$ cat src/rtl/adc_bus_pkg.sv
// adc_bus_pkg: shared types and defaults for the ADC bus responder
// Contents: responder state enum, default data width, default conversion
// length and the width of the completed-read counter.
package adc_bus_pkg;
  typedef enum logic [1:0] {IDLE, CONVERT, READY, DRIVE} state_t;
  localparam int DEF_DATA_W = 8;
  localparam int DEF_CONV_CYCLES = 16;
  localparam int CNT_W = 16;
endpackage

$ cat src/rtl/adc_bus_responder_bus_sync.sv
// bus_sync: multi-flop synchronizer for an async active-low strobe
// Ports: clk, rst_n (async, active-low), d (async input), q (synced output).
// Flops reset to 1 so an idle (high) strobe never looks like a falling edge.
module bus_sync #(
  parameter int STAGES = 2
) (
  input  logic clk,
  input  logic rst_n,
  input  logic d,
  output logic q
);
  logic [STAGES-1:0] ff;
  always_ff @(posedge clk or negedge rst_n)
    if (!rst_n) ff <= '1;
    else ff <= {ff[STAGES-2:0], d};
  assign q = ff[STAGES-1];
endmodule

$ cat src/rtl/adc_bus_responder.sv
// adc_bus_responder: emulated parallel-bus ADC (start strobe, fixed conversion, interrupt, read)
// Ports: clk, rst_n (async, active-low); bus_cs_n/bus_wr_n/bus_rd_n async strobes;
// bus_data_o/bus_data_oe result and pad enable; bus_int_n conversion done (active-low);
// sample_data source sample; overrun_clr/overrun sticky overrun flag; conv_count completed reads.
// Build option: ADC_RESP_RAMP_EN replaces sample_data with an internal wrapping ramp.
module adc_bus_responder
  import adc_bus_pkg::*;
#(
  parameter int DATA_W = DEF_DATA_W,
  parameter int CONV_CYCLES = DEF_CONV_CYCLES,
  parameter int SYNC_STAGES = 2
) (
  input  logic              clk,
  input  logic              rst_n,
  input  logic              bus_cs_n,
  input  logic              bus_wr_n,
  input  logic              bus_rd_n,
  output logic [DATA_W-1:0] bus_data_o,
  output logic              bus_data_oe,
  output logic              bus_int_n,
  input  logic [DATA_W-1:0] sample_data,
  input  logic              overrun_clr,
  output logic              overrun,
  output logic [CNT_W-1:0]  conv_count
);
  logic cs_sync, wr_sync, rd_sync, wr_d, start, rd_act;
  state_t state_q, state_d;
  logic [CNT_W-1:0] cnt_q, cnt_d, count_d;
  logic [DATA_W-1:0] hold_q, hold_d, data_d, src;
  logic oe_d, int_d, ovr_d;
  bus_sync #(.STAGES(SYNC_STAGES)) u_cs (.clk(clk), .rst_n(rst_n), .d(bus_cs_n), .q(cs_sync));
  bus_sync #(.STAGES(SYNC_STAGES)) u_wr (.clk(clk), .rst_n(rst_n), .d(bus_wr_n), .q(wr_sync));
  bus_sync #(.STAGES(SYNC_STAGES)) u_rd (.clk(clk), .rst_n(rst_n), .d(bus_rd_n), .q(rd_sync));
  assign start = wr_d & ~wr_sync & ~cs_sync;
  assign rd_act = ~rd_sync & ~cs_sync;
`ifdef ADC_RESP_RAMP_EN
  logic [DATA_W-1:0] ramp_q;
  assign src = ramp_q;
  always_ff @(posedge clk or negedge rst_n)
    if (!rst_n) ramp_q <= '0;
    else if (start && state_q != DRIVE) ramp_q <= ramp_q + 1'b1;
`else
  assign src = sample_data;
`endif
  always_ff @(posedge clk or negedge rst_n)
    if (!rst_n) begin
      state_q <= IDLE;
      cnt_q <= '0;
      hold_q <= '0;
      wr_d <= 1'b1;
      bus_data_o <= '0;
      bus_data_oe <= 1'b0;
      bus_int_n <= 1'b1;
      overrun <= 1'b0;
      conv_count <= '0;
    end else begin
      state_q <= state_d;
      cnt_q <= cnt_d;
      hold_q <= hold_d;
      wr_d <= wr_sync;
      bus_data_o <= data_d;
      bus_data_oe <= oe_d;
      bus_int_n <= int_d;
      overrun <= ovr_d;
      conv_count <= count_d;
    end
  // A start outside DRIVE always (re)starts the conversion; a start that
  // interrupts CONVERT or READY flags overrun, which beats a same-cycle clear.
  always_comb begin
    state_d = state_q;
    cnt_d = cnt_q;
    hold_d = hold_q;
    data_d = bus_data_o;
    oe_d = bus_data_oe;
    int_d = bus_int_n;
    count_d = conv_count;
    ovr_d = overrun_clr ? 1'b0 : overrun;
    if (start && state_q != DRIVE) begin
      state_d = CONVERT;
      cnt_d = CNT_W'(CONV_CYCLES - 1);
      hold_d = src;
      int_d = 1'b1;
      ovr_d = (state_q != IDLE) | ovr_d;
    end else begin
      case (state_q)
        CONVERT: begin
          state_d = cnt_q == '0 ? READY : CONVERT;
          int_d = cnt_q != '0;
          cnt_d = cnt_q == '0 ? cnt_q : cnt_q - 1'b1;
        end
        READY: if (rd_act) begin
          state_d = DRIVE;
          data_d = hold_q;
          oe_d = 1'b1;
        end
        DRIVE: if (!rd_act) begin
          state_d = IDLE;
          oe_d = 1'b0;
          int_d = 1'b1;
          count_d = conv_count + 1'b1;
        end
        default: ;
      endcase
    end
  end
endmodule

$ cat config.mk
export PLATFORM = sky130hd
export DESIGN_NAME = adc_bus_responder
export DESIGN_NICKNAME = d
export VERILOG_FILES = /design/src/rtl/adc_bus_pkg.sv /design/src/rtl/adc_bus_responder_bus_sync.sv /design/src/rtl/adc_bus_responder.sv
export SDC_FILE = /design/constraint.sdc
export NUM_CORES = 1
export LEC_CHECK = 0
export ABC_AREA = 1
export BUFFER_PORTS_ARGS = -buffer_cell sky130_fd_sc_hd__buf_2
export CAP_MARGIN = 20
export CORE_MARGIN = 3
export CORE_UTILIZATION = 45
export DETAILED_ROUTE_END_ITERATION = 16
export SLEW_MARGIN = 20
export SYNTH_ARGS = -nofsm -noshare
export SYNTH_HDL_FRONTEND = slang
export SYNTH_SLANG_ARGS = --single-unit
export TNS_END_PERCENT = 30
$ cat constraint.sdc
create_clock -name clk -period 2.3 [get_ports clk]
set_input_delay 0.115 -clock clk [delete_from_list [all_inputs] [get_ports clk]]
set_output_delay 0.115 -clock clk [all_outputs]
set_load 0.01 [all_outputs]
# Word level (Yosys, flattened, before mapping)
# Index checks and enable logic that the tools add are counted.
# op_classes
reduce_logical	14
n_eq_ne	9
mux	16
n_addsub	2
n_bitwise	9
# ops
operator	n
2-to-1 mux 16 bit	3
adder 16 x 1 -> 16 bit (second input constant)	1
zero test 16 bit	1
nonzero test 16 bit	1
subtractor 16 x 1 -> 16 bit (second input constant)	1
AND reduction 3 bit	3
2-to-1 mux 2 bit	4
inequality test 2 bit (second input constant)	4
2-to-1 mux 1 bit	6
inequality test 3 bit (second input constant)	2
case mux 2 bit (3 select lines)	1
nonzero test 2 bit	3
inverter 1 bit	5
equality test 2 bit (second input constant)	2
case mux 1 bit (2 select lines)	2
AND reduction 2 bit	2
AND reduction 4 bit	1
nonzero test 4 bit	1
AND 1 bit	3
nonzero test 3 bit	1
equality test 2 x 1 -> 1 bit (second input constant)	1
logical AND 1 bit	1
bitwise OR 1 bit	1
# totals
inputBits	14
wordCells	62
ff_bits	60
out_inout_bits	27

# Longest topological paths before layout
# depth
ltp_word	6
ltp_mapped	10

# Hierarchy
# Synthesis repeated with hierarchy kept, for this count alone.
# unflattened
hier_cells	380
hier_area_um2	3004.1
# by_module_without_submodules
mod	area_per_inst_um2	n_inst	cells_each
adc_bus_responder	2846.5	1	374
bus_sync	52.6	3	2

# Worst setup path after synthesis
# Ideal clock, no wire load.
# synth_path
path_type	register -> register
startpoint	register wr_d
endpoint	register cnt_q[13]
period_less_slack_ns	1.467
path_stages_with_launch	10
slack_ns	0.833
t_required_ns	2.182
arrival_ns	1.349
cell_sequence	dfstp_2 -> inv_1 -> nor2_1 -> nand3_2 -> nand3_1 -> nand2_1 -> buf_6 -> buf_6 -> nand2_1 -> o21ai_2
# synth_via
elab_chain_len	5
# synth_rtl
element	line	rtl
from (decl)	adc_bus_responder.sv:26	logic cs_sync, wr_sync, rd_sync, wr_d, start, rd_act;
from (signal assigned)	adc_bus_responder.sv:60	wr_d <= wr_sync;
AND 1 bit (*) (2 in a row)	adc_bus_responder.sv:34	assign start = wr_d & ~wr_sync & ~cs_sync;
logical AND 1 bit (*)	adc_bus_responder.sv:78	if (start && state_q != DRIVE) begin
inequality test 2 bit (no line) / nonzero test 2 bit (equally long branches)	-	
AND reduction 2 bit (no line)	-	
to (signal assigned)	adc_bus_responder.sv:58	cnt_q <= cnt_d;
to (decl)	adc_bus_responder.sv:28	logic [CNT_W-1:0] cnt_q, cnt_d, count_d;
# Mark *: on every way between the ends. The rest lies on a longest branch, timed or not.
# A chain may end at the register's enable or synchronous reset.

# Worst setup path in the final report
# layout_path
startpoint	register wr_d
endpoint	register cnt_q[8]
# Same word-level chain as after synthesis.

==> flow_summary.yaml <==
die:
  num_io_pins: 41
  num_rows: 28
  coreArea_sq_um: 6130
  die-area_sq_um: 7580
  initial_core_util_pct: 48.2
  die_h_microns: 87.0
  die_w_microns: 87.0
outcome:
  status: "completed"
timing:
  layout_setup_ws_ns: 0.478
  final-setup-viol-count: 0
  relSlewSlack_pct: 66.0
  fin_crit_sh_pct: 79.2
  finClkSkew_ns: 0.00682
  grt_setup_unrepaired: "no"
  period_minus_slack_ns: 1.82
  finalSetupTns_ns: 0
  max_slew.worst_pin.slew_ns: 0.508
  hold_viol_final: 0
  maxSlewViolCount: 0
  fmax_ghz: 0.549
detailed_routing:
  vias: 2457
  drc: 0
  via_per_inst: 4.78
  routedWlPerCell_microns: 11.6
  drt_iter0_drc: 134
  drt-total-wl_microns: 5970
  ant_nets: 0
  dr.pass1.iters: 5
logic_synthesis:
  synth_cell_type_count: 24
  syn-num-nets: 391
  synthCells: 374
  syn_area_per_cell_sq_um: 7.90
  synth_area_sq_um: 2960
  synth-seq-area-share_pct: 51.1
  yosysWarningCount: 0
  ys_ff_latch: 60
place:
  numPortBuffers: 40
  dpl.hpwl_microns: 4160
  place_congestion: 0.806
  place_ws_ns: 0.479
  post_dp_cell_area_sq_um: 3240
clocking:
  clk-insertion-delay-late_ns: 0.34
  cts_tree: "yes"
  cts.sinks: 60
  path_clk_slew_ns: 0.07
  clockBufferDepth: 2
  htreeDepth: 3
  post_cts_buffers: 0
  cts-root-buf: "clkbuf_8"
  cts_buffers: 9
global_routing:
  grt_max_degree: 61
  grt_pass1_wl_microns: 10600
  overflow: 0
  antenna_found_initial: 0
  grtUsageTotal_pct: 17.7
  grt_pass1_vias: 2338
power:
  powerDensity_nw_per_um2: 1100
  design_power_total_mw: 3.93
  peakVddDrop_mv: 0.753
  p_leak_nw: 1.82
cells_and_area:
  multiInputGateArea_sq_um: 1220
  drive_gt1_share_pct: 18.2
  layout.nets: 451
  syn_to_final_growth_pct: 20.8
  diodes: 0
  fin_area_sq_um: 3570
  register_area_sq_um: 1510
  nFillCells: 552
worst_setup_path:
  critical_path.max_stage_delay_ns: 0.52
  crit_fanout: 29
  cp_slowest_cell: "dfstp_2"
  end_kind: "flip-flop"
  crit_type: "flip-flop to flip-flop"
  cp_data_required_time_ns: 2.50
  critPathLaunchType: "flip-flop"
  path_cells: "inv_1 -> nor2_1 -> nand3_2 -> nand3_1 -> nand2_1 -> buf_4 -> nand2_1 -> o21ai_0"
  path_common_cell: "nand2_1"
  crit_arrival_ns: 2.03
job:
  max-cap-violations: 0
worst_hold_path:
  hold_path_class: "primary input to async pin"
==> state kept, by name, indices dropped and copies added, names as in the netlist <==
signal / flops
wr_d: 1
overrun: 1
bus_data_o: 8
u_rd.ff: 2
bus_data_oe: 1
u_wr.ff: 2
hold_q: 8
state_q: 2
u_cs.ff: 2
cnt_q: 16
bus_int_n: 1
conv_count: 16
==> logic make-up after synthesis <==
kind of cell,after synthesis,share of synthesized area [%]
AND/OR/NAND/NOR,200,27.9
flip-flops,60,51.1
buffers and inverters,55,7.71
AO/OA/AOI/OAI,43,8.13
XOR/XNOR,13,3.85
adder cells (fa/ha/maj),3,1.27
==> timing repair <==
action,CTS,global route
gates resized for setup,0,0
hold buffers,13,0
endpoints found under the hold margin,64,0
==> critical path, delay by kind of cell, from the launching register on <==
kind | cells | cell delay (ns)
AO/OA/AOI/OAI | 1 | 0.08
buffers and inverters | 2 | 0.26
flip-flops | 1 | 0.52
AND/OR/NAND/NOR | 5 | 0.83
==> cell type report <==
class,count,share of cell area (%)
sequential,60,42.3
multi-input combinational,259,34.1
timing repair buffer,57,10.4
inverter,47,4.94
clock buffer,9,3.47
tap,75,2.63
clock inverter,7,2.14
==> cells in the mapped netlist, drive strengths merged <==
master	number	share of area, %
nand2	114	15
o21ai	38	6.9
nand3	32	5.8
nand4	1	0.21
xnor2	5	1.5
o21bai	3	0.76
dfstp	8	7.1
clkbuf	1	0.13
dfrtp	52	44
buf	7	1.6
o211ai	1	0.25
ha	3	1.3
inv	47	6.0
a21oi	1	0.17
nor3	7	1.2
nor2	46	6.2
xor2	8	2.4
==> path summary, 6_finish.rpt <==
check / cells past startpoint / from / slack (ns) / endpoint
max: 8 / wr_d / 0.48 / cnt_q[8]
min: 3 / rst_n / 0.32 / cnt_q[8]
max reg2reg: 8 / wr_d / 0.48 / cnt_q[8]
min reg2reg: 0 / u_wr.ff[0] / 0.35 / u_wr.ff[1]
max in group asynchronous: 3 / rst_n / 1.68 / u_wr.ff[0]
min in group clk: 0 / u_wr.ff[0] / 0.35 / u_wr.ff[1]
==> per-layer routing <==
layer | GRT usage, % | vias up | share of wire, %
li1 | - | 1289 | -
met1 | 23.2 | 1110 | 50
met2 | 28.0 | 56 | 45
met3 | 6.53 | 2 | 5.3
met4 | 4.25 | 0 | 0.28
met5 | 0 | - | 0
==> layout by cell type, fill, tap and decap left out, types with 9 or more instances in the layout <==
master and n:
clkbuf_8 9, buf_2 40, o21ai_1 12, o21ai_0 22, nand3_1 30, dfrtp_1 52
inv_1 46, nand2_1 113, nor2_1 42, dlygate4sd3_1 13
==> metrics by stage <==
stage	utilization, %	instances	hold WS, ns
2_1_floorplan	-	374	-0.181
3_3_place_gp	52.9	485	0.149
3_5_place_dp	52.9	485	0.150
4_1_cts	58.2	514	0.321
5_1_grt	58.2	514	0.344
6_report	58.2	514	0.321
==> where the power goes <==
group	total, mW	switching, mW	internal, mW
clock network	0.950	0.445	0.505
registers	1.59	0.243	1.35
logic	1.39	0.862	0.527
Power figures use the tool's default switching activity.
